==> config.mk <==
export PLATFORM = sky130hd
export DESIGN_NAME = boot_loader_ctrl
export DESIGN_NICKNAME = d
export VERILOG_FILES = /design/src/rtl/boot_loader_ctrl.sv
export SDC_FILE = /design/constraint.sdc
export NUM_CORES = 1
export LEC_CHECK = 0
export CORE_UTILIZATION = 50
export DETAILED_ROUTE_END_ITERATION = 6
export PLACE_DENSITY = 0.78
export SKIP_LAST_GASP = 1
export SYNTH_ARGS = -nofsm -noshare
export SYNTH_HDL_FRONTEND = slang
export SYNTH_SLANG_ARGS = --single-unit
==> constraint.sdc <==
create_clock -name clk_auto -period 19.25 [get_ports clk_auto]
set_input_delay 1.925 -clock clk_auto [delete_from_list [all_inputs] [get_ports clk_auto]]
set_output_delay 1.925 -clock clk_auto [all_outputs]
set_load 0.02 [all_outputs]
==> src/rtl/boot_loader_ctrl.sv <==
// Boot-time image copier: streams HD words into instruction memory, holding the CPU until done.
// Optional running checksum of written words is enabled with `define BOOT_CHECKSUM_EN.
module boot_loader_ctrl #(
   parameter int DATA_W     = 32,
   parameter int ADDR_W     = 32,
   parameter int PROG_WORDS = 64,
   parameter int IMEM_BASE  = 0
) (
   input  logic              clk_auto,
   input  logic              reset,
   input  logic              start,
   input  logic [ADDR_W-1:0] src_base,
   input  logic [ADDR_W-1:0] word_count,
   output logic [ADDR_W-1:0] hd_addr,
   input  logic [DATA_W-1:0] hd_data,
   output logic [ADDR_W-1:0] imem_addr,
   output logic [DATA_W-1:0] imem_data,
   output logic              imem_we,
`ifdef BOOT_CHECKSUM_EN
   output logic [DATA_W-1:0] checksum,
`endif
   output logic              cpu_hold,
   output logic              busy,
   output logic              done,
   output logic              len_err
);

   localparam logic [ADDR_W-1:0] PW_A   = ADDR_W'(PROG_WORDS);
   localparam logic [ADDR_W-1:0] BASE_A = ADDR_W'(IMEM_BASE);
   localparam logic [ADDR_W-1:0] ONE_A  = ADDR_W'(1);

   typedef enum logic [1:0] {S_IDLE, S_STREAM, S_FINISH} state_t;

   state_t            state_q, state_d;
   logic [ADDR_W-1:0] n_q, n_d;
   logic [ADDR_W-1:0] base_q, base_d;
   logic [ADDR_W-1:0] rd_idx_q, rd_idx_d;
   logic              v1_q, v1_d, v2_q, v2_d;
   logic [ADDR_W-1:0] idx1_q, idx1_d, idx2_q, idx2_d;
   logic [ADDR_W-1:0] hd_addr_q, hd_addr_d;
   logic [ADDR_W-1:0] imem_addr_q, imem_addr_d;
   logic [DATA_W-1:0] imem_data_q, imem_data_d;
   logic              imem_we_q, imem_we_d;
   logic              cpu_hold_q, cpu_hold_d;
   logic              busy_q, busy_d;
   logic              done_q, done_d;
   logic              len_err_q, len_err_d;
`ifdef BOOT_CHECKSUM_EN
   logic [DATA_W-1:0] csum_q, csum_d;
`endif

   logic              too_long;
   logic [ADDR_W-1:0] n_sel;

   assign too_long = (word_count > PW_A);
   assign n_sel    = too_long ? PW_A : word_count;

   always_ff @(posedge clk_auto or posedge reset) begin
      if (reset) begin
         state_q     <= S_IDLE;
         n_q         <= '0;
         base_q      <= '0;
         rd_idx_q    <= '0;
         v1_q        <= 1'b0;
         v2_q        <= 1'b0;
         idx1_q      <= '0;
         idx2_q      <= '0;
         hd_addr_q   <= '0;
         imem_addr_q <= '0;
         imem_data_q <= '0;
         imem_we_q   <= 1'b0;
         cpu_hold_q  <= 1'b1;
         busy_q      <= 1'b0;
         done_q      <= 1'b0;
         len_err_q   <= 1'b0;
`ifdef BOOT_CHECKSUM_EN
         csum_q      <= '0;
`endif
      end else begin
         state_q     <= state_d;
         n_q         <= n_d;
         base_q      <= base_d;
         rd_idx_q    <= rd_idx_d;
         v1_q        <= v1_d;
         v2_q        <= v2_d;
         idx1_q      <= idx1_d;
         idx2_q      <= idx2_d;
         hd_addr_q   <= hd_addr_d;
         imem_addr_q <= imem_addr_d;
         imem_data_q <= imem_data_d;
         imem_we_q   <= imem_we_d;
         cpu_hold_q  <= cpu_hold_d;
         busy_q      <= busy_d;
         done_q      <= done_d;
         len_err_q   <= len_err_d;
`ifdef BOOT_CHECKSUM_EN
         csum_q      <= csum_d;
`endif
      end
   end

   always_comb begin
      state_d     = state_q;
      n_d         = n_q;
      base_d      = base_q;
      rd_idx_d    = rd_idx_q;
      v1_d        = 1'b0;
      idx1_d      = idx1_q;
      // Second stage aligns with the two-edge HD read latency.
      v2_d        = v1_q;
      idx2_d      = idx1_q;
      hd_addr_d   = hd_addr_q;
      imem_addr_d = imem_addr_q;
      imem_data_d = imem_data_q;
      imem_we_d   = 1'b0;
      cpu_hold_d  = cpu_hold_q;
      busy_d      = busy_q;
      done_d      = 1'b0;
      len_err_d   = len_err_q;
`ifdef BOOT_CHECKSUM_EN
      csum_d      = csum_q;
`endif
      case (state_q)
         S_IDLE: begin
            if (start) begin
               n_d        = n_sel;
               base_d     = src_base;
               len_err_d  = too_long;
               cpu_hold_d = 1'b1;
               busy_d     = 1'b1;
`ifdef BOOT_CHECKSUM_EN
               csum_d     = '0;
`endif
               if (n_sel == '0) begin
                  state_d = S_FINISH;
               end else begin
                  hd_addr_d = src_base;
                  rd_idx_d  = ONE_A;
                  v1_d      = 1'b1;
                  idx1_d    = '0;
                  state_d   = S_STREAM;
               end
            end
         end
         S_STREAM: begin
            if (rd_idx_q < n_q) begin
               hd_addr_d = base_q + rd_idx_q;
               rd_idx_d  = rd_idx_q + ONE_A;
               v1_d      = 1'b1;
               idx1_d    = rd_idx_q;
            end
            if (v2_q) begin
               imem_we_d   = 1'b1;
               imem_addr_d = BASE_A + idx2_q;
               imem_data_d = hd_data;
`ifdef BOOT_CHECKSUM_EN
               csum_d      = csum_q + hd_data;
`endif
               if (idx2_q == n_q - ONE_A) begin
                  state_d = S_FINISH;
               end
            end
         end
         S_FINISH: begin
            done_d     = 1'b1;
            busy_d     = 1'b0;
            cpu_hold_d = 1'b0;
            state_d    = S_IDLE;
         end
         default: begin
            state_d = S_IDLE;
         end
      endcase
   end

   assign hd_addr   = hd_addr_q;
   assign imem_addr = imem_addr_q;
   assign imem_data = imem_data_q;
   assign imem_we   = imem_we_q;
   assign cpu_hold  = cpu_hold_q;
   assign busy      = busy_q;
   assign done      = done_q;
   assign len_err   = len_err_q;
`ifdef BOOT_CHECKSUM_EN
   assign checksum  = csum_q;
`endif

endmodule

==> results.sh <==
export IMPL_final_common_cell="dfrtp_1"
export IMPL_fmax_mhz=197.1
export IMPL_grt_usage_pct=24.43
export IMPL_hp_class="reg2reg"
export IMPL_status="finished, final reports clean"
export IMPL_p_int_uw=1458
export IMPL_crit_arrival_ps=5490
export IMPL_drt_iter0_drc=685
export IMPL_synthArstFlopShare_pct=100.0
export IMPL_synth_flop_cell="dfrtp_1"
export IMPL_fillers=1952
export IMPL_dr_total_vias=10450
export IMPL_dp_hpwl_mm=22.37
export IMPL_hold_viol_final=0
export IMPL_syn_area_mm2=0.01311
export IMPL_fp_coreArea_mm2=0.02547
export IMPL_syn2layout_area_growth_pct=25.81
export IMPL_clk_pin_slew_worst_paths_ps=60
export IMPL_drtAntennaViolNets=0
export IMPL_power_share_clock_pct=26.4
export IMPL_maxCapViolCount=0
export IMPL_crit_path_start_kind="input pin"
export IMPL_initial_core_util_pct=51.46
export IMPL_report_final_slew_viol_count=0
export IMPL_final_cell_mix="264 x dfrtp_1, 247 x nand2_1, 199 x clkdlybuf4s50_1, 105 x nor2_1, 85 x o21ai_0"
export IMPL_layout_drive_gt1_share_pct=9.632
export IMPL_maxSlewHeadroom_pct=23.95
export IMPL_crit_required_ps=19670
export IMPL_cts_tree="built"
export IMPL_grt_pass1_vias=10530
export IMPL_antenna_found_initial=0
export IMPL_rr_endpoint="state_q[0]"
export IMPL_min_period_ps=5073
export IMPL_switching_share_pct=35.49
export IMPL_die_h_um=163.9
export IMPL_worstRegToRegCells=8
export IMPL_r2r_slack_ps=15530
export IMPL_timing_rr_start="n_q[11]"
export IMPL_row_count=58
export IMPL_cts_setup_buffers=0
export IMPL_first_pass_iters=5
export IMPL_ios=200
export IMPL_powerDensity_mw_per_mm2=137.1
export IMPL_ys_types=55
export IMPL_peakVddDrop_mv=0.1091
export IMPL_wl_mm=32.12
export IMPL_tns_ps=0
export IMPL_nets=1688
export IMPL_dieArea_mm2=0.02687
export IMPL_synth_edf_count=0
export IMPL_rsz0062_at_grt="no"
export IMPL_cts_root_buffer="clkbuf_16"
export IMPL_path_class="in2reg"
export IMPL_timing_final_crit_share_pct=26.35
export IMPL_finClkSkew_ps=11.21
export IMPL_fp_dieW_um=163.9
export IMPL_seq_power_share_pct=36.2
export IMPL_port_buffers=199
export IMPL_netSwitchingPower_uw=802.2
export IMPL_grt_pass1_wl_mm=52.77
export IMPL_synth_seq_cells=265
export IMPL_leakagePower_uw=0.007361
export IMPL_critical_path_startpoint="word_count[2]"
export IMPL_setup_viol=0
export IMPL_yosys_warnings=0
export IMPL_cts_made_buffers=29
export IMPL_grt_overflow=0
export IMPL_worstSkewPairLatency_ps=550
export IMPL_clock_path_buffers=3
export IMPL_avgSynthCellArea_um2=9.827
export IMPL_grt_max_degree=119
export IMPL_ctsResizeCount=0
export IMPL_cp_max_fo=118
export IMPL_wl_per_cell_um=17.11
export IMPL_vias_per_cell=5.570
export IMPL_tightest_slew_ps=1140
export IMPL_syn_inst=1334
export IMPL_clock_sinks=265
export IMPL_drc=0
export IMPL_h_tree_depth=1
export IMPL_num_antenna_cells=0
export IMPL_combinationalPowerShare_pct=37.4
export IMPL_cts_hold_buf=0
export IMPL_syn_nets=1498
export IMPL_place_gp_congestion=0.8169
export IMPL_synth_seq_area_share_pct=50.60
export IMPL_cp_end_kind="flop"
export IMPL_critical_path_endpoint="rd_idx_q[30]"
export IMPL_power_total_uw=2260
## routing by layer
layer / track usage (%) / share of wire [%] / up-vias
li1: - / - / 4998
met1: 33.51 / 45 / 5056
met2: 40.76 / 46 / 345
met3: 3.081 / 5.9 / 55
met4: 6.902 / 2.5 / 0
met5: 0 / 0 / -
## how the worst min path moves through the flow
stage | startpoint | to | slack, ps | cells past startpoint
2_1_floorplan | v1_q | v2_q | 330 | 0
3_3_place_gp | v1_q | v2_q | 340 | 0
3_5_place_dp | v1_q | v2_q | 340 | 0
4_1_cts | v1_q | v2_q | 350 | 0
5_1_grt | idx1_q[0] | idx2_q[0] | 380 | 0
6_report | v1_q | v2_q | 350 | 0
## area by class of cell
cell class | count | area [um^2] | area share (%)
flip-flops and latches | 265 | 6633 | 40.22
multi-input cells | 967 | 6122 | 37.12
repair buffers | 210 | 2074 | 12.58
clock buffers | 36 | 812.0 | 4.924
well taps | 330 | 412.9 | 2.504
clock inverters | 18 | 239.0 | 1.449
inverters | 51 | 198.9 | 1.206
## worst max-delay path, stage by stage
cell and delay (ps):
clkdlybuf4s50_1 410, or4_1 550, nor3_1 470, a21o_1 400, o21ai_0 230, a21oi_4 160, buf_4 840, nor4b_1 190
xnor2_1 220, nor2_1 60
## flip-flops by register name, indices dropped and copies added (netlist names), 2 cells and up
signal     cells
idx1_q        32
rd_idx_q      32
base_q        32
hd_addr       32
state_q        2
idx2_q        32
n_q           32
imem_data     32
imem_addr     32
## power groups by stage
stage / clock network [uW] / registers, uW / logic (uW)
2_1_floorplan: 0 / 895 / 445
3_3_place_gp: 0 / 821 / 813
3_5_place_dp: 0 / 825 / 840
4_1_cts: 604 / 819 / 846
5_1_grt: 628 / 837 / 924
6_report: 597 / 818 / 845
## per-stage QoR
step	worst slack, ps	std cells	cell area (um^2)	util [%]	hold slack (ps)
after floorplan	10030	1334	13110	-	331.2
after global placement	13850	1823	15440	60.62	336.6
after detailed placement	13680	1823	15440	60.62	336.3
after CTS	14230	1877	16490	64.75	345.0
after global routing	13930	1877	16490	64.75	376.5
final	14180	1877	16490	64.75	349.8
## synth_stat cells, types with 6 or more instances
cell type  instances  area, um^2
mux2_2            64       720.7
a31oi_1           14       87.58
ha_1              64       800.8
a21oi_1           59       295.3
a21o_1            12       90.09
nand3_1           20       100.1
nand4_1           22       137.6
o21a_1             6       45.04
dfrtp_1          264        6606
nand2_1          248       930.9
mux2i_1           10       100.1
o21ai_0           85       425.4
xnor2_1           75       656.9
and3_1             7       43.79
nor2_1           105       394.1
o21bai_1           6       45.04
nor3_1            33       165.2
o211ai_1          13       97.59
xor2_1            22       192.7
nor4_1            23       143.9
nand2b_1           6       37.54
a211oi_1           9       67.56
clkbuf_1          45       168.9
o31ai_1            9       67.56
inv_1             51       191.4
## cell families (layout without fill, tap and decap cells)
logic type                 after synthesis  count (layout)  share of synthesized area [%]
DFF                                    265             265                          50.60
xor gates and xnor gates                97              97                          6.481
adders and majority gates               65              65                          6.261
and+or+nand+nor                        501             501                          17.05
buffers and inverters                  102             315                          2.930
AOI/OAI and AO/OA                      230             230                          10.42
muxes                                   74              74                          6.261
(Power assumes the default switching activity.)
